File: config.mk
export PLATFORM = sky130hd
export DESIGN_NAME = axis_spm_dac_writer_flat
export DESIGN_NICKNAME = d
export VERILOG_FILES = /design/src/rtl/spm_dac_pkg.sv /design/src/rtl/axis_spm_dac_writer_if.sv /design/src/rtl/spm_spi_shift4.sv /design/src/rtl/axis_spm_dac_writer.sv /design/src/flat_wrapper.sv
export SDC_FILE = /design/constraint.sdc
export NUM_CORES = 1
export LEC_CHECK = 0
export ABC_CLOCK_PERIOD_IN_PS = 3170
export CORE_MARGIN = 2
export CORE_UTILIZATION = 50
export DETAILED_ROUTE_END_ITERATION = 10
export PLACE_DENSITY_LB_ADDON = 0.1
export SYNTH_ARGS = -nofsm -noshare
export SYNTH_HDL_FRONTEND = slang
export SYNTH_SLANG_ARGS = --single-unit
File: constraint.sdc
create_clock -name a_clk -period 3.17 [get_ports a_clk]
set_input_delay 0.7925 -clock a_clk [delete_from_list [all_inputs] [get_ports a_clk]]
set_output_delay 0.7925 -clock a_clk [all_outputs]
set_load 0.03 [all_outputs]
File: src/rtl/spm_dac_pkg.sv
// Shared constants, FSM state type and stream-to-DAC code conversion for the SPM DAC writer.
package spm_dac_pkg;

    localparam int unsigned DAC_BITS   = 20;
    localparam int unsigned FRAME_BITS = 24;
    localparam int unsigned LANES      = 4;
    localparam logic [3:0]  CMD_WR_DAC = 4'b0001;

    typedef enum logic [2:0] {
        ST_INIT,
        ST_IDLE,
        ST_CAPTURE,
        ST_SHIFT,
        ST_GAP,
        ST_LDAC
    } state_t;

    typedef logic [LANES-1:0][FRAME_BITS-1:0] frame4_t;
    typedef logic [LANES-1:0][DAC_BITS-1:0]   code4_t;

    // Top 20 bits rounded half up on bit 11; only the positive full-scale code can overflow.
    function automatic logic [DAC_BITS-1:0] to_dac_code(input logic [31:0] d);
        if (d[31:12] == 20'h7FFFF && d[11]) begin
            return 20'h7FFFF;
        end
        return d[31:12] + DAC_BITS'(d[11]);
    endfunction

endpackage

File: src/rtl/axis_spm_dac_writer_if.sv
// Four parallel AXI-Stream lanes (X, Y, Z, U) feeding the DAC writer.
interface axis_spm_dac_writer_if #(
    parameter int unsigned TDATA_W = 32
);
    logic [3:0][TDATA_W-1:0] tdata;
    logic [3:0]              tvalid;
    logic [3:0]              tready;

    modport master (output tdata, output tvalid, input  tready);
    modport slave  (input  tdata, input  tvalid, output tready);
endinterface

File: src/rtl/spm_spi_shift4.sv
// Four-lane parallel 24-bit SPI serializer, shared SCLK/SYNC_n, MSB first.
module spm_spi_shift4
    import spm_dac_pkg::*;
#(
    parameter int unsigned CLKDIV = 4
) (
    input  logic             a_clk,
    input  logic             a_rst,
    input  logic             start,
    input  frame4_t          frame,
    output logic             last_c,
    output logic             sclk,
    output logic             sync_n,
    output logic [LANES-1:0] sdi
);

    localparam int unsigned DIV_W = (CLKDIV > 1) ? $clog2(CLKDIV) : 1;
    localparam int unsigned BIT_W = $clog2(FRAME_BITS);

    logic [DIV_W-1:0] div_cnt;
    logic [BIT_W-1:0] bit_cnt;
    frame4_t          sr;
    logic             div_end_c;

    assign div_end_c = (div_cnt == DIV_W'(CLKDIV - 1));
    // High on the final cycle of the last bit's low phase; the frame ends at this edge.
    assign last_c    = !sync_n && div_end_c && !sclk && (bit_cnt == '0);

    // Each bit: sclk high CLKDIV cycles, then low CLKDIV cycles; next bit presented as sclk rises.
    always_ff @(posedge a_clk) begin
        if (a_rst) begin
            sclk    <= 1'b1;
            sync_n  <= 1'b1;
            sdi     <= '0;
            div_cnt <= '0;
            bit_cnt <= '0;
            sr      <= '0;
        end else if (sync_n) begin
            if (start) begin
                sync_n  <= 1'b0;
                sclk    <= 1'b1;
                div_cnt <= '0;
                bit_cnt <= BIT_W'(FRAME_BITS - 1);
                for (int unsigned i = 0; i < LANES; i++) begin
                    sdi[i] <= frame[i][FRAME_BITS-1];
                    sr[i]  <= frame[i] << 1;
                end
            end
        end else if (!div_end_c) begin
            div_cnt <= div_cnt + 1'b1;
        end else begin
            div_cnt <= '0;
            if (sclk) begin
                sclk <= 1'b0;
            end else if (bit_cnt == '0) begin
                sync_n <= 1'b1;
                sclk   <= 1'b1;
                sdi    <= '0;
            end else begin
                sclk    <= 1'b1;
                bit_cnt <= bit_cnt - 1'b1;
                for (int unsigned i = 0; i < LANES; i++) begin
                    sdi[i] <= sr[i][FRAME_BITS-1];
                    sr[i]  <= sr[i] << 1;
                end
            end
        end
    end

endmodule

File: src/rtl/axis_spm_dac_writer.sv
// SPM X/Y/Z/U stream sink: capture, convert to 20-bit codes, shift to four DACs, pulse LDAC_n.
module axis_spm_dac_writer
    import spm_dac_pkg::*;
#(
    parameter int unsigned SAXIS_TDATA_WIDTH = 32,
    parameter int unsigned CLKDIV            = 4,
    parameter int unsigned SYNC_GAP          = 4,
    parameter int unsigned LDAC_W            = 2,
    parameter logic [23:0] INIT_WORD         = 24'h200012
) (
    input  logic                  a_clk,
    input  logic                  a_rst,
    input  logic                  enable,
    axis_spm_dac_writer_if.slave  s_axis,
    output logic                  dac_sclk,
    output logic                  dac_sync_n,
    output logic [LANES-1:0]      dac_sdi,
    output logic                  dac_ldac_n,
    output logic                  busy,
    output logic [31:0]           frame_count
);

    localparam int unsigned CNT_MAX = (SYNC_GAP > LDAC_W) ? SYNC_GAP : LDAC_W;
    localparam int unsigned CNT_W   = $clog2(CNT_MAX + 1);

    state_t           state;
    code4_t           held;
    code4_t           code_next_c;
    frame4_t          frame_c;
    logic             start_c;
    logic             last_c;
    logic             init_frame;
    logic [CNT_W-1:0] cnt;

    // Lanes without tvalid fall back to their held code; INIT sends the control word everywhere.
    always_comb begin
        code_next_c = held;
        frame_c     = '0;
        start_c     = (state == ST_INIT) || (state == ST_CAPTURE);
        for (int unsigned i = 0; i < LANES; i++) begin
            if (s_axis.tvalid[i]) begin
                code_next_c[i] = to_dac_code(s_axis.tdata[i][SAXIS_TDATA_WIDTH-1 -: 32]);
            end
            frame_c[i] = (state == ST_INIT) ? INIT_WORD : {CMD_WR_DAC, code_next_c[i]};
        end
    end

    spm_spi_shift4 #(
        .CLKDIV (CLKDIV)
    ) u_shift (
        .a_clk  (a_clk),
        .a_rst  (a_rst),
        .start  (start_c),
        .frame  (frame_c),
        .last_c (last_c),
        .sclk   (dac_sclk),
        .sync_n (dac_sync_n),
        .sdi    (dac_sdi)
    );

    // Frame sequencer: capture, shift, SYNC gap, LDAC pulse and completed-frame counter.
    always_ff @(posedge a_clk) begin
        if (a_rst) begin
            state         <= ST_INIT;
            busy          <= 1'b1;
            s_axis.tready <= '0;
            dac_ldac_n    <= 1'b1;
            frame_count   <= '0;
            held          <= '0;
            init_frame    <= 1'b1;
            cnt           <= '0;
        end else begin
            case (state)
                ST_INIT: begin
                    state <= ST_SHIFT;
                end
                ST_IDLE: begin
                    if (enable) begin
                        state         <= ST_CAPTURE;
                        busy          <= 1'b1;
                        s_axis.tready <= '1;
                    end
                end
                ST_CAPTURE: begin
                    s_axis.tready <= '0;
                    held          <= code_next_c;
                    init_frame    <= 1'b0;
                    state         <= ST_SHIFT;
                end
                ST_SHIFT: begin
                    if (last_c) begin
                        state <= ST_GAP;
                        cnt   <= '0;
                    end
                end
                ST_GAP: begin
                    if (cnt == CNT_W'(SYNC_GAP - 1)) begin
                        cnt <= '0;
                        if (init_frame) begin
                            state <= ST_IDLE;
                            busy  <= 1'b0;
                        end else begin
                            state      <= ST_LDAC;
                            dac_ldac_n <= 1'b0;
                        end
                    end else begin
                        cnt <= cnt + 1'b1;
                    end
                end
                ST_LDAC: begin
                    if (cnt == CNT_W'(LDAC_W - 1)) begin
                        cnt         <= '0;
                        dac_ldac_n  <= 1'b1;
                        frame_count <= frame_count + 32'd1;
                        state       <= ST_IDLE;
                        busy        <= 1'b0;
                    end else begin
                        cnt <= cnt + 1'b1;
                    end
                end
                default: begin
                    state <= ST_INIT;
                end
            endcase
        end
    end

endmodule

File: src/flat_wrapper.sv
// flat-port wrapper written by rule: the top's interface ports become plain ports
module axis_spm_dac_writer_flat import spm_dac_pkg::*;
#(
    parameter int unsigned SAXIS_TDATA_WIDTH = 32,
    parameter int unsigned CLKDIV            = 4,
    parameter int unsigned SYNC_GAP          = 4,
    parameter int unsigned LDAC_W            = 2,
    parameter logic [23:0] INIT_WORD         = 24'h200012
)
  (a_clk, a_rst, enable, dac_sclk, dac_sync_n, dac_sdi, dac_ldac_n, busy, frame_count, s_axis_tdata, s_axis_tvalid, s_axis_tready);
  axis_spm_dac_writer_if #(.TDATA_W(32)) s_axis_i ();
  input  logic a_clk;
  input  logic a_rst;
  input  logic enable;
  output logic dac_sclk;
  output logic dac_sync_n;
  output logic [LANES-1:0] dac_sdi;
  output logic dac_ldac_n;
  output logic busy;
  output logic [31:0] frame_count;
  input wire logic [$bits(s_axis_i.tdata)-1:0] s_axis_tdata;
  input wire logic [$bits(s_axis_i.tvalid)-1:0] s_axis_tvalid;
  output wire logic [$bits(s_axis_i.tready)-1:0] s_axis_tready;
  assign s_axis_i.tdata = s_axis_tdata;
  assign s_axis_i.tvalid = s_axis_tvalid;
  assign s_axis_tready = s_axis_i.tready;
  axis_spm_dac_writer #(.SAXIS_TDATA_WIDTH(SAXIS_TDATA_WIDTH), .CLKDIV(CLKDIV), .SYNC_GAP(SYNC_GAP), .LDAC_W(LDAC_W), .INIT_WORD(INIT_WORD)) u_core (.a_clk(a_clk), .a_rst(a_rst), .enable(enable), .s_axis(s_axis_i), .dac_sclk(dac_sclk), .dac_sync_n(dac_sync_n), .dac_sdi(dac_sdi), .dac_ldac_n(dac_ldac_n), .busy(busy), .frame_count(frame_count));
endmodule
==> results.cfg, run 1 <==
[place]
hpwlAfterDp_mm = 22.60
place_inst = 1871
placed_area_um2 = 13610
io_buffer_count = 134
gp_congestion = 0.8391

[clock_tree]
cts_setup_buffers = 0
cts_resized = 0
cts_root_buffer = clkbuf_16
cts_tree = yes
cts.clk_slew.worst_paths_ns = 0.06
htree_levels = 1
clk_latency_ns = 0.52
cts_buffers = 24
cts_sinks = 227
cts_buffer_depth = 3
cts_hold_buf = 0

[synthesis]
ys_seq_area_share_pct = 38.86
synthAdderAreaFrac_pct = 2.247
postSynthAreaPerCell_um2 = 8.015
synth_top_family_by_area = compound AO/OA/AOI/OAI gates
synth-seq-cells = 227
synth.net_count = 1615
yosys_warnings = 0
netlist_area_um2 = 11690
synthArstFlopShare_pct = 0
synthDistinctLibCells = 79
synth_compound_area_share_pct = 25.65
yosys.area_share.simple_pct = 22.58
synth.area.mux_share_pct = 0.4601
postSynthCellCount = 1459
synth_flop_cell = dfxtp_1
synthXorXnorAreaFrac_pct = 5.617
synth_edf_count = 0

[global_route]
antenna_found_initial = 0
grt_usage_pct = 26.37
grt_max_degree = 56
grt_pass1_vias = 10684
overflow = 0
grt_pass1_wl_mm = 54.01

[detailed_routing]
drc = 0
vias = 11590
met2_length_mm = 15.10
drt_iter0_drc = 1013
wl_met1_mm = 15.24
wl_met3_mm = 1.931
top_layer = met4
wl_per_cell_um = 17.24
avgViaCountPerCell = 6.059
routed_wl_mm = 32.98
final_antenna_net_count = 0
firstDrtPassIters = 5

[finish]
final_cell_area_um2 = 14370
num-fill-cells = 2040
layout_common_cells = dfxtp_1 (227), o21ai_0 (148), nor2_1 (146)
final_cells = 1913
num_antenna_cells = 0
multi_input_area_um2 = 6626
layout_commonest_cell = dfxtp_1
drive_gt1_share_pct = 8.563
final_util_pct = 63.10
area_growth_pct = 22.92
finalNetCount = 1740
regArea_um2 = 4544

[sta]
rsz0062_at_grt = no
layout_min_cycle_time_ns = 2.649
worstMarginPinSlew_ns = 0.9725
fin_setup_tns_ns = 0
maxSlewHeadroom_pct = 34.93
period_share_pct = 83.57
fin_worst_skew_ns = 0.01615
finalSetupViolCount = 0
max_freq_mhz = 377.5
slew_viol_final = 0
hold_viol_final = 0

[critical_path]
crit_fanout = 37
timing.rr.end = u_core.u_shift.sr[39]$_SDFFE_PP0P_
crit_required_ns = 3.62
critPathCapture = u_core.u_shift.sr[39]$_SDFFE_PP0P_
reg2reg_depth = 6
startpoint = u_core.state[2]$_SDFFE_PP0P_
crit_type = register to register
arrival_ns = 3.10
timing.rr.start = u_core.state[2]$_SDFFE_PP0P_
crit_path_start_kind = register
rrSetupSlack_ns = 0.52
critPathCaptureType = register

[die]
design.die.area_um2 = 24630
core_area_um2 = 22780
row_count = 55
io_pins = 179
die_w_um = 156.9
start_util_pct = 51.34
die_h_um = 156.9

[hold_path]
hold_path_class = register to register

[status]
status = finished clean

[power]
p_leak_uw = 0.004994
power.total_uw = 7651
ir_worst_vdd_v = 0.0004327
p_per_area_nw_per_um2 = 532.3

[flow_run]
max_cap_viol_count = 0
==> worst min path at each step <==
stage	start	end	slack (ns)	cells past startpoint
floorplan	u_core.u_shift.sr[1]$_SDFFE_PP0P_	u_core.u_shift.sr[1]$_SDFFE_PP0P_	0.43	2
global placement	u_core.u_shift.sr[39]$_SDFFE_PP0P_	u_core.u_shift.sr[39]$_SDFFE_PP0P_	0.44	2
detailed placement	u_core.u_shift.sr[25]$_SDFFE_PP0P_	u_core.u_shift.sr[25]$_SDFFE_PP0P_	0.44	2
CTS	u_core.u_shift.sr[25]$_SDFFE_PP0P_	u_core.u_shift.sr[25]$_SDFFE_PP0P_	0.45	2
global route	u_core.u_shift.sr[25]$_SDFFE_PP0P_	u_core.u_shift.sr[25]$_SDFFE_PP0P_	0.47	2
finish	u_core.u_shift.sr[71]$_SDFFE_PP0P_	u_core.u_shift.sr[71]$_SDFFE_PP0P_	0.45	2
==> power by group <==
group	internal, uW	total, uW	switching [uW]
clock network	1640	2760	1110
logic	617	1590	973
registers	3130	3300	170
total	5390	7650	2260
==> kinds of logic (layout without fill, tap and decap cells) <==
kind of cell,after synthesis,in the layout
AOI/OAI and AO/OA,461,461
adders and majority gates,21,21
muxes,5,5
DFF,227,227
buffers and inverters,137,278
xor gates and xnor gates,75,75
and+or+nand+nor,533,533
==> routing by layer <==
metal | up-vias | track usage, %
met2 | 360 | 43.07
met3 | 61 | 3.497
li1 | 5665 | -
met5 | - | 0
met4 | 0 | 6.684
met1 | 5504 | 36.89
==> critical path, stage by stage (launching register included) <==
cell and delay [ns]:
dfxtp_1 0.46, or3b_1 0.67, a22o_1 0.30, buf_4 0.29
nor2_1 0.52, o21ai_0 0.19, o21ai_1 0.16
==> final cells by class <==
cell class | instances | share of cell area (%)
tap | 313 | 2.725
inverter | 29 | 0.7573
timing repair buffer | 207 | 13.47
multi-input combinational | 1095 | 46.10
sequential | 227 | 31.62
clock inverter | 1 | 0.2089
clock buffer | 41 | 5.118
==> synth_stat cells, types with 4 or more instances <==
| cell type | number | area share (%) |
|---|---|---|
| a211oi_1 | 21 | 1.3 |
| a21oi_1 | 84 | 3.6 |
| a22o_1 | 4 | 0.30 |
| a22oi_1 | 25 | 1.6 |
| a311oi_1 | 19 | 1.4 |
| a31o_2 | 5 | 0.37 |
| a31oi_1 | 28 | 1.5 |
| a41oi_1 | 4 | 0.30 |
| and2_1 | 5 | 0.27 |
| and3_1 | 9 | 0.48 |
| and4_1 | 9 | 0.67 |
| buf_1 | 4 | 0.13 |
| buf_2 | 9 | 0.39 |
| clkbuf_1 | 92 | 3.0 |
| dfxtp_1 | 227 | 39 |
| ha_1 | 21 | 2.2 |
| inv_1 | 28 | 0.90 |
| nand2_1 | 108 | 3.5 |
| nand2b_1 | 5 | 0.27 |
| nand3_1 | 63 | 2.7 |
| nand4_1 | 27 | 1.4 |
| nor2_1 | 147 | 4.7 |
| nor2b_1 | 8 | 0.43 |
| nor3_1 | 74 | 3.2 |
| nor3b_1 | 5 | 0.32 |
| nor4_1 | 17 | 0.91 |
| o211ai_1 | 9 | 0.58 |
| o21a_1 | 4 | 0.26 |
| o21ai_0 | 148 | 6.3 |
| o21ai_1 | 5 | 0.21 |
| o21bai_1 | 4 | 0.26 |
| o221ai_1 | 37 | 2.8 |
| o22ai_1 | 8 | 0.43 |
| o311a_1 | 5 | 0.43 |
| o311ai_0 | 4 | 0.30 |
| o31ai_1 | 11 | 0.71 |
| o32ai_1 | 8 | 0.60 |
| or2_2 | 9 | 0.48 |
| or3_1 | 13 | 0.70 |
| or4_1 | 12 | 0.77 |
| xnor2_1 | 31 | 2.3 |
| xor2_1 | 44 | 3.3 |
==> registers in the layout (all words and copies together), names as in the netlist <==
| register | cells |
|---|---|
| u_core.held | 80 |
| u_core.dac_ldac_n | 1 |
| u_core.u_shift.sdi | 4 |
| u_core.state | 3 |
| u_core.u_shift.sync_n | 1 |
| u_core.u_shift.bit_cnt | 5 |
| u_core.u_shift.sr | 92 |
| u_core.busy | 1 |
| u_core.init_frame | 1 |
| u_core.u_shift.div_cnt | 2 |
| u_core.s_axis.tready | 1 |
| u_core.cnt | 3 |
| u_core.u_shift.sclk | 1 |
| u_core.frame_count | 32 |
==> per-stage QoR <==
stage	setup slack (ns)	hold slack, ns
floorplan	0.6053	0.4254
global placement	0.06982	0.4370
detailed placement	0.05010	0.4437
CTS	0.5503	0.4525
global route	0.3861	0.4738
finish	0.5209	0.4519
Power figures use the tool's default switching activity.
==> run 2, diff against run 1 <==
Settings changed: ABC_CLOCK_PERIOD_IN_PS 3170 to 2530.
Clock period 3.17 ns to 2.53 ns, I/O delays scaled along.
==> run 2 against run 1 <==
Net effect:
- critical path depth grew 1
- largest cell class unchanged
- highest routed layer unchanged
- count of clock-buffer cells in the layout shrank 8
- sequential power grew 25%
- flip-flop and latch count is the same
- cell count grew 7.1%
- clock power grew 33%
- global-route usage grew 1.6 points
- register-to-register slack lost 0.37 ns
- non-clock buffer count grew 135
- critical endpoint is now u_core.u_shift.sr[77]$_SDFFE_PP0P_
==> results.cfg, run 2 (synthesis results as in run 1) <==
[sta]
rsz0062_at_grt = no
fin_worst_skew_ns = 0.01662
finalSetupViolCount = 0
slew_viol_final = 0
max_freq_mhz = 420.0
maxSlewHeadroom_pct = 51.51
hold_viol_final = 0
worstMarginPinSlew_ns = 0.7247
layout_min_cycle_time_ns = 2.381
period_share_pct = 94.10

[flow_run]
max_cap_viol_count = 0

[hold_path]
hold_path_class = register to register
min_from = u_core.u_shift.sr[23]$_SDFFE_PP0P_
min_delay_path_depth = 2

[global_route]
grt_pass1_vias = 11642
antenna_found_initial = 0
overflow = 0
grt_pass1_wl_mm = 57.26
grt_usage_pct = 27.94
grt_max_degree = 44

[finish]
drive_gt1_share_pct = 16.47
finalNetCount = 1875
regMostFlops = u_core.u_shift.sr
layout_common_cells = dfxtp_1 (227), buf_4 (203), o21ai_0 (148)
final_cells = 2049
layout_commonest_cell = dfxtp_1
area_growth_pct = 32.51
top_regs = u_core.u_shift.sr x92, u_core.held x80, u_core.frame_count x32
final_util_pct = 68.03
num_antenna_cells = 0
largest_register_ffs = 92

[critical_path]
crit_fanout = 56
path_delay_family = compound AO/OA/AOI/OAI gates
slowest_delay_ns = 0.48
timing.rr.end = u_core.u_shift.sr[77]$_SDFFE_PP0P_
crit_type = register to register
critPathCaptureType = register
reg2reg_depth = 7
startpoint = u_core.u_shift.div_cnt[0]$_SDFFE_PP0P_
critical_path_depth = 7
worst-path-buf-inv = 2
timing.rr.start = u_core.u_shift.div_cnt[0]$_SDFFE_PP0P_
rrSetupSlack_ns = 0.15
critPathCapture = u_core.u_shift.sr[77]$_SDFFE_PP0P_
crit_path_start_kind = register
crit_required_ns = 2.95
cp_slowest_cell = or3b_1
path_cells = ha_1, or3b_1, a22oi_2, buf_12, buf_4, o221ai_1, a311oi_1
arrival_ns = 2.80

[status]
status = finished clean

[die]
core_area_um2 = 22780
die_w_um = 156.9
start_util_pct = 51.34
design.die.area_um2 = 24630
die_h_um = 156.9
row_count = 55
io_pins = 179

[power]
pwr-share-seq_pct = 41.2
switching_share_pct = 29.03
p_leak_uw = 0.005704
p_per_area_nw_per_um2 = 645.1
ir_worst_vdd_v = 0.0004107
p_sw_uw = 2902
pwr-share-clk_pct = 36.8
comb_power_share_pct = 22.0
internal_power_uw = 7094

[detailed_routing]
routed_wl_mm = 34.54
avgViaCountPerCell = 5.929
vias = 12149
drt_iter0_drc = 903
firstDrtPassIters = 6
final_antenna_net_count = 0
wl_per_cell_um = 16.86
drc = 0

[place]
place_inst = 2007
gp_congestion = 0.8770
hpwlAfterDp_mm = 24.31
io_buffer_count = 134

[clock_tree]
cts_sinks = 227
cts_buffer_depth = 3
cts_hold_buf = 0
htree_levels = 1
cts_setup_buffers = 0
cts_tree = yes
clk_latency_ns = 0.51
cts_buffers = 24
cts.clk_slew.worst_paths_ns = 0.06
cts_root_buffer = clkbuf_16
-- run 2: cell types whose count changed in the layout (fill, tap and decap cells not counted), sizes merged --
cell,before,now
bufinv,1,3
buf,74,209
clkbuf,41,33
clkinv,0,7
-- run 2: area by class of cell --
| type | instances | area, um^2 |
|---|---|---|
| Fill cell | 1904 | 7283 |
| Multi-Input combinational cell | 1095 | 6644 |
| Sequential cell | 227 | 4544 |
| Timing Repair Buffer | 342 | 2975 |
| Clock buffer | 33 | 705.7 |
| Tap cell | 313 | 391.6 |
| Clock inverter | 10 | 125.1 |
| Inverter | 29 | 108.9 |
-- run 2: per-stage QoR --
step	power, uW	area [um^2]	hold WS (ns)	worst slack, ns	setup TNS, ns
final	9996	15490	0.4512	0.1493	0
after global routing	10430	15490	0.4643	0.004556	0
after detailed placement	6343	14650	0.4451	-0.3072	-12.85
after CTS	10010	15480	0.4540	0.001409	0
after floorplan	5393	11690	0.4254	0.1253	0
after global placement	6286	14650	0.4376	-0.2764	-8.604
-- run 2: worst min-delay path by stage --
| stage | to | slack, ns |
|---|---|---|
| 6_report | u_core.u_shift.sr[23]$_SDFFE_PP0P_ | 0.45 |
| 3_3_place_gp | u_core.u_shift.sr[25]$_SDFFE_PP0P_ | 0.44 |
| 4_1_cts | u_core.u_shift.sr[23]$_SDFFE_PP0P_ | 0.45 |
| 3_5_place_dp | u_core.u_shift.sr[71]$_SDFFE_PP0P_ | 0.45 |
| 5_1_grt | u_core.u_shift.sr[23]$_SDFFE_PP0P_ | 0.46 |
| 2_1_floorplan | u_core.u_shift.sr[1]$_SDFFE_PP0P_ | 0.43 |
-- run 2: tightest hold or removal path, stage by stage (launching register included) --
cell and delay (ns):
dfxtp_1 0.31, nand2_1 0.05, a21oi_1 0.05
-- run 2: routing by layer --
layer | wire length, um | vias to the layer above | track usage (%)
met5 | 0 | - | 0
met4 | 741 | 0 | 8.082
met3 | 1864 | 57 | 3.607
met2 | 16350 | 389 | 47.37
met1 | 15580 | 5751 | 37.30
li1 | - | 5952 | -
-- run 2: what timing repair did --
item | CTS | global route
setup endpoints to repair | 0 | 29
endpoints found under the hold margin | 0 | 0
resized for setup | 0 | 5
-- run 2: power by group through the flow --
stage / logic (uW) / clock network (uW) / registers (uW)
after floorplan: 1250 / 0 / 4140
after global placement: 2110 / 0 / 4170
after detailed placement: 2160 / 0 / 4180
after CTS: 2180 / 3720 / 4110
after global routing: 2410 / 3860 / 4150
final: 2200 / 3680 / 4120
==> run 3, diff against run 2 <==
Settings changed: CORE_MARGIN 2 to 1, RECOVER_POWER set to 50.
==> run 3 against run 2 <==
Net effect:
- hold slack got worse by 0.0011 ns
- core utilization fell by 0.37 points
- setup slack got worse by 0.033 ns
- die area fell by 2.5%
- combinational power barely moved
- flip-flop and latch count did not move
==> results.cfg, run 3 (synthesis results as in run 1) <==
[status]
status = finished clean

[die]
die_w_um = 154.9
core_area_um2 = 22780
row_count = 55
design.die.area_um2 = 24000
io_pins = 179
die_h_um = 154.9
start_util_pct = 51.34

[finish]
drive_gt1_share_pct = 14.96
layout_commonest_cell = dfxtp_1
num_antenna_cells = 0
largest_register_ffs = 92
area_growth_pct = 31.78
top_regs = u_core.u_shift.sr x92, u_core.held x80, u_core.frame_count x32
regMostFlops = u_core.u_shift.sr
layout_common_cells = dfxtp_1 (227), buf_4 (168), o21ai_0 (150)
finalNetCount = 1870
final_cells = 2044

[critical_path]
timing.rr.end = u_core.held[17]$_SDFFE_PP0P_
crit_type = register to register
slowest_delay_ns = 0.65
critPathCaptureType = register
reg2reg_depth = 5
arrival_ns = 2.83
crit_fanout = 14
rrSetupSlack_ns = 0.12
path_cells = nor2_1, nand2_1, clkbuf_1, nor2_1, a211oi_1
crit_path_start_kind = register
timing.rr.start = u_core.state[2]$_SDFFE_PP0P_
crit_required_ns = 2.94
cp_slowest_cell = clkbuf_1
crit_path_frequent_cell = nor2_1

[detailed_routing]
drt_iter0_drc = 924
final_antenna_net_count = 0
vias = 12147
firstDrtPassIters = 5
routed_wl_mm = 34.05
avgViaCountPerCell = 5.943
wl_per_cell_um = 16.66
drc = 0

[place]
hpwlAfterDp_mm = 23.81
post-place-ws_ns = -0.3197
gp_congestion = 0.8422
io_buffer_count = 134
place_inst = 2000

[sta]
hold_viol_final = 0
max_freq_mhz = 414.3
whs_ns = 0.4501
finalSetupViolCount = 0
slew_viol_final = 0
layout_min_cycle_time_ns = 2.413
fin_worst_skew_ns = 0.02364
worstMarginPinSlew_ns = 0.8821
setup_slack_ns = 0.1165
rsz0062_at_grt = no
period_share_pct = 95.39
maxSlewHeadroom_pct = 40.98

[clock_tree]
cts_hold_buf = 0
cts_sinks = 227
cts_root_buffer = clkbuf_16
cts_buffer_depth = 3
htree_levels = 1
clk_latency_ns = 0.52
cts_tree = yes
cts_setup_buffers = 0
cts_buffers = 25
cts.clk_slew.worst_paths_ns = 0.06

[hold_path]
min_from = u_core.u_shift.sr[23]$_SDFFE_PP0P_
hold_path_class = register to register
min_to = u_core.u_shift.sr[23]$_SDFFE_PP0P_
min_delay_path_depth = 2

[power]
p_leak_uw = 0.005635
p_per_area_nw_per_um2 = 650.7
power.total_uw = 10030
ir_worst_vdd_v = 0.0003948

[global_route]
overflow = 0
grt_pass1_wl_mm = 56.70
grt_max_degree = 93
grt_pass1_vias = 11592
grt_usage_pct = 28.34
antenna_found_initial = 0

[flow_run]
max_cap_viol_count = 0
==> run 3: cell count changes in the layout (fill, tap and decap cells not counted), sizes merged <==
cell / before / now
buf: 209 / 177
dlygate4sd3: 0 / 11
clkinvlp: 0 / 2
clkinv: 7 / 3
clkdlybuf4s50: 133 / 122
clkbuf: 33 / 63
bufinv: 3 / 2
==> run 3: critical path, delay by kind of cell (launching register included) <==
family | cells | cell delay [ns]
AND/OR/NAND/NOR | 3 | 0.82
buffers and inverters | 1 | 0.65
flip-flops | 1 | 0.58
AO/OA/AOI/OAI | 1 | 0.26
==> run 3: power by group <==
group	internal, uW	leakage [uW]	total (uW)	switching (uW)
Clock	2270	0.000417	3720	1450
Sequential	3930	0.00185	4130	201
Combinational	920	0.00337	2180	1260
==> run 3: stage by stage <==
step | util, % | cell area, um^2 | TNS, ns
floorplan | - | 11690 | 0
global placement | 64.27 | 14640 | -10.32
detailed placement | 64.27 | 14640 | -13.85
CTS | 68.00 | 15490 | 0
global route | 67.65 | 15410 | 0
finish | 67.65 | 15410 | 0
==> run 3: worst max-delay path by stage <==
stage | start | to | slack (ns) | cells after the start
floorplan | s_axis_tdata[107] | u_core.held[79]$_SDFFE_PP0P_ | 0.13 | 6
global placement | s_axis_tdata[11] | u_core.held[19]$_SDFFE_PP0P_ | -0.28 | 7
detailed placement | s_axis_tdata[107] | u_core.held[79]$_SDFFE_PP0P_ | -0.32 | 7
CTS | u_core.u_shift.div_cnt[0]$_SDFFE_PP0P_ | u_core.u_shift.sr[63]$_SDFFE_PP0P_ | 0.06 | 5
global route | s_axis_tdata[108] | u_core.held[79]$_SDFFE_PP0P_ | 0.01 | 7
finish | u_core.state[2]$_SDFFE_PP0P_ | u_core.held[17]$_SDFFE_PP0P_ | 0.12 | 5
==> run 3: layout make-up <==
| cell class | instances | area (um^2) |
|---|---|---|
| Multi-Input combinational cell | 1095 | 6619 |
| Clock buffer | 37 | 760.7 |
| Inverter | 29 | 108.9 |
| Tap cell | 313 | 391.6 |
| Sequential cell | 227 | 4544 |
| Fill cell | 1915 | 7368 |
| Timing Repair Buffer | 336 | 2895 |
| Clock inverter | 7 | 90.09 |
==> run 3: layer usage <==
metal  vias to the layer above  wire [um]  part of all wire (%)  GRT usage (%)
met4                         0        661                   1.9          7.496
met1                      5771      15550                    46          38.53
met2                       391      15940                    47          47.85
li1                       5934          -                     -              -
met5                         -          0                     0              0
met3                        51       1905                   5.6          2.981
==> run 3: timing repair <==
action / CTS / global route
setup endpoints to repair: 0 / 17
endpoints found under the hold margin: 0 / 0
gates resized for setup: 0 / 3
